==> src/rtl/down_timer.sv <==
// Loadable down-counter with valid/ready load, pause, stop and optional auto-reload.
// Optional feature: define DOWN_TIMER_EXPIRE_CNT_EN to add a saturating expiry counter output.
module down_timer #(
   parameter int WIDTH = 8
) (
   input  logic             clk,
   input  logic             rst,
   input  logic             load_valid,
   output logic             load_ready,
   input  logic [WIDTH-1:0] load_value,
   input  logic             auto_reload,
   input  logic             pause,
   input  logic             stop,
   output logic [WIDTH-1:0] count,
   output logic             busy,
`ifdef DOWN_TIMER_EXPIRE_CNT_EN
   output logic [7:0]       expire_cnt,
`endif
   output logic             done
);

   typedef enum logic {IDLE = 1'b0, RUN = 1'b1} state_t;

   state_t           state_q;
   logic [WIDTH-1:0] count_q;
   logic [WIDTH-1:0] reloadVal_q;
   logic             autoFlag_q;
   logic             done_q;
`ifdef DOWN_TIMER_EXPIRE_CNT_EN
   logic [7:0]       expireCnt_q;
`endif

   assign load_ready = (state_q == IDLE) && !stop && !rst;
   assign count      = count_q;
   assign busy       = (state_q == RUN);
   assign done       = done_q;
`ifdef DOWN_TIMER_EXPIRE_CNT_EN
   assign expire_cnt = expireCnt_q;
`endif

   // Priority per edge: rst, then stop, then load accept, then decrement.
   always_ff @(posedge clk) begin
      if (rst) begin
         state_q     <= IDLE;
         count_q     <= '0;
         reloadVal_q <= '0;
         autoFlag_q  <= 1'b0;
         done_q      <= 1'b0;
`ifdef DOWN_TIMER_EXPIRE_CNT_EN
         expireCnt_q <= '0;
`endif
      end else begin
         done_q <= 1'b0;
         if (stop) begin
            state_q <= IDLE;
            count_q <= '0;
         end else if (state_q == IDLE) begin
            if (load_valid) begin
               if (load_value != '0) begin
                  state_q     <= RUN;
                  count_q     <= load_value;
                  reloadVal_q <= load_value;
                  autoFlag_q  <= auto_reload;
               end else begin
                  // Zero-length timer expires on the accepting edge.
                  count_q <= '0;
                  done_q  <= 1'b1;
`ifdef DOWN_TIMER_EXPIRE_CNT_EN
                  if (expireCnt_q != 8'hFF) expireCnt_q <= expireCnt_q + 8'd1;
`endif
               end
            end
         end else if (!pause) begin
            if (count_q > WIDTH'(1)) begin
               count_q <= count_q - WIDTH'(1);
            end else begin
               done_q <= 1'b1;
`ifdef DOWN_TIMER_EXPIRE_CNT_EN
               if (expireCnt_q != 8'hFF) expireCnt_q <= expireCnt_q + 8'd1;
`endif
               if (autoFlag_q) begin
                  count_q <= reloadVal_q;
               end else begin
                  count_q <= '0;
                  state_q <= IDLE;
               end
            end
         end
      end
   end

endmodule

==> config.mk <==
export PLATFORM = sky130hd
export DESIGN_NAME = down_timer
export DESIGN_NICKNAME = d
export VERILOG_FILES = /design/src/rtl/down_timer.sv
export SDC_FILE = /design/constraint.sdc
export NUM_CORES = 1
export LEC_CHECK = 0
export CAP_MARGIN = 20
export CORE_ASPECT_RATIO = 0.75
export CORE_MARGIN = 1
export CORE_UTILIZATION = 50
export CTS_BUF_LIST = sky130_fd_sc_hd__clkbuf_4
export DETAILED_ROUTE_END_ITERATION = 12
export GPL_ROUTABILITY_DRIVEN = 0
export GPL_TIMING_DRIVEN = 0
export PLACE_DENSITY = 0.8
export SYNTH_ARGS = -nofsm -noshare
export SYNTH_HDL_FRONTEND = slang
export SYNTH_SLANG_ARGS = --single-unit
==> constraint.sdc <==
create_clock -name clk -period 2.3 [get_ports clk]
set_input_delay 0.46 -clock clk [delete_from_list [all_inputs] [get_ports clk]]
set_output_delay 0.46 -clock clk [all_outputs]
set_load 0.1 [all_outputs]
==> flow_summary.json, run 1 <==
{
  "status": "completed",
  "syn_nets": 137,
  "synthXorXnorAreaFrac": 0.0250,
  "critPathMaxStageDelay_ns": 1.13,
  "powerDensity_nw_per_um2": 582,
  "met1_usage": 0.423,
  "crit_arrival_ns": 1.79,
  "path_clk_slew_ns": 0.12,
  "tightestPinTransition_ns": 0.975,
  "synth_compound_area_frac": 0.198,
  "grt.total_usage": 0.282,
  "crit_path_end_kind": "output pin",
  "final_common_cell": "dfxtp_1",
  "wl_per_cell_microns": 16.5,
  "ys_warn_count": 0,
  "yosys.area.top_type": "dfxtp_1",
  "synth_top_family_by_area": "simple AND/OR/NAND/NOR gates",
  "drive_above_1_share": 0.122,
  "synth.distinct_cells": 38,
  "initial_core_util": 0.566,
  "hold_class": "flop to flop",
  "post-cts-setup-buffers": 0,
  "synthCells": 121,
  "synth-simple-area-share": 0.234,
  "ys_seq_elements": 19,
  "top_usage_layer": "met1",
  "antenna_left": 0,
  "stdcell_area_sq_um": 1350,
  "final.setup_skew_ns": 0.00790,
  "grt_pass1_vias": 942,
  "setup_viol": 0,
  "synthAdderAreaFrac": 0.0238,
  "critPathLaunchType": "flop",
  "cts-htree-levels": 1,
  "async_flop_share": 0,
  "rr_startpoint": "count[1]$_SDFFE_PP0P_",
  "maxCapViolCount": 0,
  "antenna_found_initial": 0,
  "clock_latency_ns": 0.31,
  "worstPathRequired_ns": 1.84,
  "final_cell_mix": "dfxtp_1 (17), nor2_1 (15), clkdlybuf4s50_1 (15)",
  "fin_ws_ns": 0.0459,
  "synthMuxAreaShare": 0.105,
  "ioPinCount": 25,
  "clockBufferDepth": 2,
  "seq_area_sq_um": 383,
  "rows": 13,
  "grtUsageMet3": 0.0696,
  "die_area_sq_um": 2290,
  "fin_crit_ns": 2.25,
  "worstSetupPathType": "flop to output pin",
  "clock-sinks": 19,
  "place_area_sq_um": 1320,
  "cp_cell_sequence": "clkdlybuf4s50_1",
  "synth_area_per_cell_sq_um": 8.68,
  "fillerInstances": 155,
  "met2_usage": 0.405,
  "antenna_cells": 0,
  "preCtsSetupSlack_ns": -0.828,
  "grt_pass1_wl_mm": 4.62,
  "worst-path-buf-inv": 1,
  "synth-main-ff-cell": "dfxtp_1",
  "cts_tree": "yes",
  "drt_pass1_iterations": 4,
  "rsz0062_at_grt": "no",
  "crit_path_top_delay_cell": "clkdlybuf4s50_1",
  "postCtsHoldBufs": 0,
  "cts_root_buffer": "clkbuf_4",
  "slew_headroom": 0.349,
  "cellLeakagePower_nw": 0.555,
  "nets": 165,
  "routed_via_density": 6.15,
  "crit_start": "count[1]$_SDFFE_PP0P_",
  "synthTopCellsByArea": "dfxtp_1 (36%), mux2i_1 (10%), nor2_1 (5.7%)",
  "die_x_microns": 54.9,
  "multi_input_area_sq_um": 617,
  "ys_seq_area_frac": 0.362,
  "crit_fanout": 3,
  "io_buffers": 24,
  "core_area_sq_um": 1850,
  "drt_wl_total_mm": 2.80,
  "peakVddDrop_uv": 533,
  "synth_area_sq_um": 1050,
  "drtIter0Drc": 49,
  "drc": 0,
  "grt-ovfl-total": 0,
  "slew_viol_final": 0,
  "clock.fmax_mhz": 444,
  "rrSetupSlack_ns": 0.36,
  "synth_top_area_frac": 0.362,
  "worst_hold_startpoint": "reloadVal_q[6]$_SDFFE_PP0P_",
  "cts_made_buffers": 3,
  "final_hold_viol_count": 0,
  "via_count": 1045,
  "syn2layout_area_growth_pct": 28.1,
  "critPathTopFamily": "buffers and inverters",
  "hpwl_mm": 2.13,
  "die_y_microns": 41.7,
  "fin_crit_sh": 0.980,
  "grt_max_degree": 12,
  "synth_enable_flop_cells": 0
}
-- metal layers --
metal  wire, microns  share of wire  vias to the layer above
li1                -              -                      501
met1            1320           0.47                      499
met2            1280           0.46                       39
met3             173          0.062                        6
met4              22         0.0079                        0
met5               0              0                        -
-- path summary, 6_finish.rpt --
| path | endpoint | depth (start not counted) |
|---|---|---|
| max | count[1] | 1 |
| min | reloadVal_q[6]$_SDFFE_PP0P_ | 2 |
| max reg2reg | count[6]$_SDFFE_PP0P_ | 6 |
| min reg2reg | reloadVal_q[6]$_SDFFE_PP0P_ | 2 |
-- metrics by stage --
step	TNS (ns)	util	std cells	power (mW)	hold slack, ns
after floorplan	0	-	121	0.539	0.452
after global placement	-0.831	0.713	167	0.607	0.465
after detailed placement	-0.828	0.713	167	0.613	0.476
after CTS	0	0.722	171	0.775	0.502
after global routing	0	0.725	170	0.817	0.562
final	0	0.725	170	0.783	0.493
-- cell families (layout without fill, tap and decap cells) --
| logic type | after synthesis | count (layout) |
|---|---|---|
| fa+ha+maj | 2 | 2 |
| simple gates | 47 | 47 |
| mux | 11 | 11 |
| flops | 19 | 19 |
| buf+inv | 9 | 36 |
| compound gates | 30 | 30 |
| xor+xnor | 3 | 3 |
-- registers in the layout (all words and copies together) (netlist names) --
register,count
reloadVal_q,8
done,1
busy,1
count,8
autoFlag_q,1
-- area by class of cell --
class,instances,area share
clock buffer,3,0.0167
inverter,2,0.00558
buffer,6,0.0326
tap,22,0.0205
timing repair buffer,24,0.178
sequential,19,0.285
multi-input combinational,93,0.459
clock inverter,1,0.00372
-- power by group --
group | switching, mW | internal, mW | leakage, nW
registers | 0.0148 | 0.344 | 0.156
clock network | 0.111 | 0.0650 | 0.0177
logic | 0.159 | 0.0900 | 0.381
-- cells in the mapped netlist, types with 2 or more instances --
master and number:
or2_2 2, a21boi_0 2, o21ai_0 6, mux2i_1 11, nor4_1 2, nor2b_1 2, nor2_1 16, inv_1 2
buf_6 2, a31oi_1 6, o221ai_1 3, nand2_1 8, xor2_1 3, nand2b_1 2, nand3_1 4, clkbuf_1 2
ha_1 2, nand4_1 3, dfxtp_1 19, a21oi_1 5, buf_2 2
-- timing repair --
action | 4_1_cts | 5_1_grt
pin swaps | 0 | 0
endpoints found under the setup margin | 8 | 2
resized for setup | 13 | 3
No activity file was read; power rests on OpenSTA's default activity.
==> inputs of run 2 (changes only) <==
Settings changed: HOLD_SLACK_MARGIN set to 0.03.
Clock period 2.3 ns to 2.35 ns, I/O delays scaled along.
==> run 2 against run 1 <==
Effect of this change:
- core utilization rose by 0.067 points
- non-clock buffer count rose by 1
- global-route usage fell by 0.073 points
- wire length rose by 0.18%
- critical path depth rose by 4
- register-to-register slack improved by 0.06 ns
- largest power group unchanged
- via count rose by 2.1%
- first-iteration DRC count fell by 14%
- die area did not move
- critical path type is now input port to output pin
- clock skew rose by 0.0031 ns
- total power fell by 2.5%
==> flow_summary.json, run 2 (synthesized netlist as in run 1, its figures left out) <==
{
  "status": "completed",
  "final.setup_skew_ns": 0.0110,
  "clockBufferDepth": 2,
  "clock_latency_ns": 0.30,
  "final_cell_mix": "dfxtp_1 (17), clkdlybuf4s50_1 (16), nor2_1 (15)",
  "fin_crit_ns": 2.28,
  "critPathLaunchType": "input port",
  "initial_core_util": 0.566,
  "clock.fmax_mhz": 440,
  "core_area_sq_um": 1850,
  "crit_path_end_kind": "output pin",
  "timing.hold.ws_ns": 0.494,
  "ioPinCount": 25,
  "tightestPinTransition_ns": 0.973,
  "top_layer": "met3",
  "post-cts-setup-buffers": 0,
  "worstPathRequired_ns": 1.88,
  "place_area_sq_um": 1320,
  "io_buffers": 24,
  "power.total_mw": 0.764,
  "grt_pass1_wl_mm": 4.60,
  "final_cells": 171,
  "final_common_cell": "dfxtp_1",
  "preCtsSetupSlack_ns": -0.798,
  "tns_ns": 0,
  "multi_input_area_sq_um": 617,
  "path_clk_slew_ns": 0.10,
  "cts_tree": "yes",
  "cts_made_buffers": 3,
  "hpwl_mm": 2.13,
  "maxCapViolCount": 0,
  "worstSetupPathType": "input port to output pin",
  "slew_headroom": 0.349,
  "slew_viol_final": 0,
  "fin_ws_ns": 0.0748,
  "cellLeakagePower_nw": 0.551,
  "fillerInstances": 157,
  "cts-htree-levels": 1,
  "via_count": 1067,
  "crit_fanout": 7,
  "drc": 0,
  "wl_met3_microns": 176,
  "wl_per_cell_microns": 16.4,
  "crit_arrival_ns": 1.81,
  "routed_via_density": 6.24,
  "grt-ovfl-total": 0,
  "drt_wl_total_mm": 2.81,
  "fin_crit_sh": 0.968,
  "syn2layout_area_growth_pct": 28.2,
  "die_x_microns": 54.9,
  "final_hold_viol_count": 0,
  "hold_class": "flop to flop",
  "grt_max_degree": 12,
  "cts_root_buffer": "clkbuf_4",
  "met1Wirelength_mm": 1.31,
  "drtIter0Drc": 42,
  "seq_area_sq_um": 383,
  "stdcell_area_sq_um": 1350,
  "fin_util": 0.726,
  "met2_length_mm": 1.32,
  "antenna_left": 0,
  "grt.total_usage": 0.281,
  "die_y_microns": 41.7,
  "rsz0062_at_grt": "no",
  "postCtsHoldBufs": 0,
  "die_area_sq_um": 2290,
  "clock-sinks": 19,
  "setup_viol": 0,
  "powerDensity_nw_per_um2": 568,
  "drt_pass1_iterations": 4,
  "place_inst": 167,
  "antenna_cells": 0,
  "drive_above_1_share": 0.121,
  "rows": 13,
  "antenna_found_initial": 0,
  "nets": 166,
  "peakVddDrop_uv": 512,
  "grt_pass1_vias": 938
}
==> run 2: cell types whose count changed in the layout (fill, tap and decap cells not counted), sizes merged <==
cell and change:
clkbuf +1, dlygate4sd2 -1, clkdlybuf4s50 +1
==> run 2: layout make-up <==
| type | count | area share |
|---|---|---|
| multi-input combinational | 93 | 0.458 |
| sequential | 19 | 0.284 |
| timing repair buffer | 24 | 0.176 |
| buffer | 7 | 0.0353 |
| tap | 22 | 0.0204 |
| clock buffer | 3 | 0.0167 |
| inverter | 2 | 0.00558 |
| clock inverter | 1 | 0.00372 |
==> run 2: where the power goes <==
group	internal, mW	switching, mW	total [mW]
Combinational	0.0882	0.155	0.243
Sequential	0.337	0.0145	0.352
Clock	0.0634	0.106	0.169
==> run 2: final timing paths <==
| check | from | endpoint | slack, ns | cells past startpoint |
|---|---|---|---|---|
| worst max-delay path | stop | load_ready | 0.07 | 5 |
| worst min-delay path | reloadVal_q[6]$_SDFFE_PP0P_ | reloadVal_q[6]$_SDFFE_PP0P_ | 0.49 | 2 |
| worst max register to register | count[1]$_SDFFE_PP0P_ | count[6]$_SDFFE_PP0P_ | 0.42 | 6 |
| worst min register to register | reloadVal_q[6]$_SDFFE_PP0P_ | reloadVal_q[6]$_SDFFE_PP0P_ | 0.49 | 2 |
==> run 2: timing repair <==
item,4_1_cts,5_1_grt
cloned,0,0
gates resized for setup,12,2
setup endpoints to repair,7,2
==> run 2: worst max-delay path, stage by stage <==
cell	delay, ns
clkdlybuf4s50_1	0.44
or2_2	0.30
clkbuf_1	0.22
nor2_2	0.14
buf_6	0.23
==> run 2: layer usage <==
layer	vias to the layer above	global-route usage
li1	508	-
met1	524	0.423
met2	35	0.402
met3	0	0.0696
met4	0	0.0550
met5	-	0
==> inputs of run 3 (changes only) <==
Settings changed: SLEW_MARGIN set to 10.
==> results of run 3 <==
No change in the layout: final DEF, timing and power equal those of run 2.
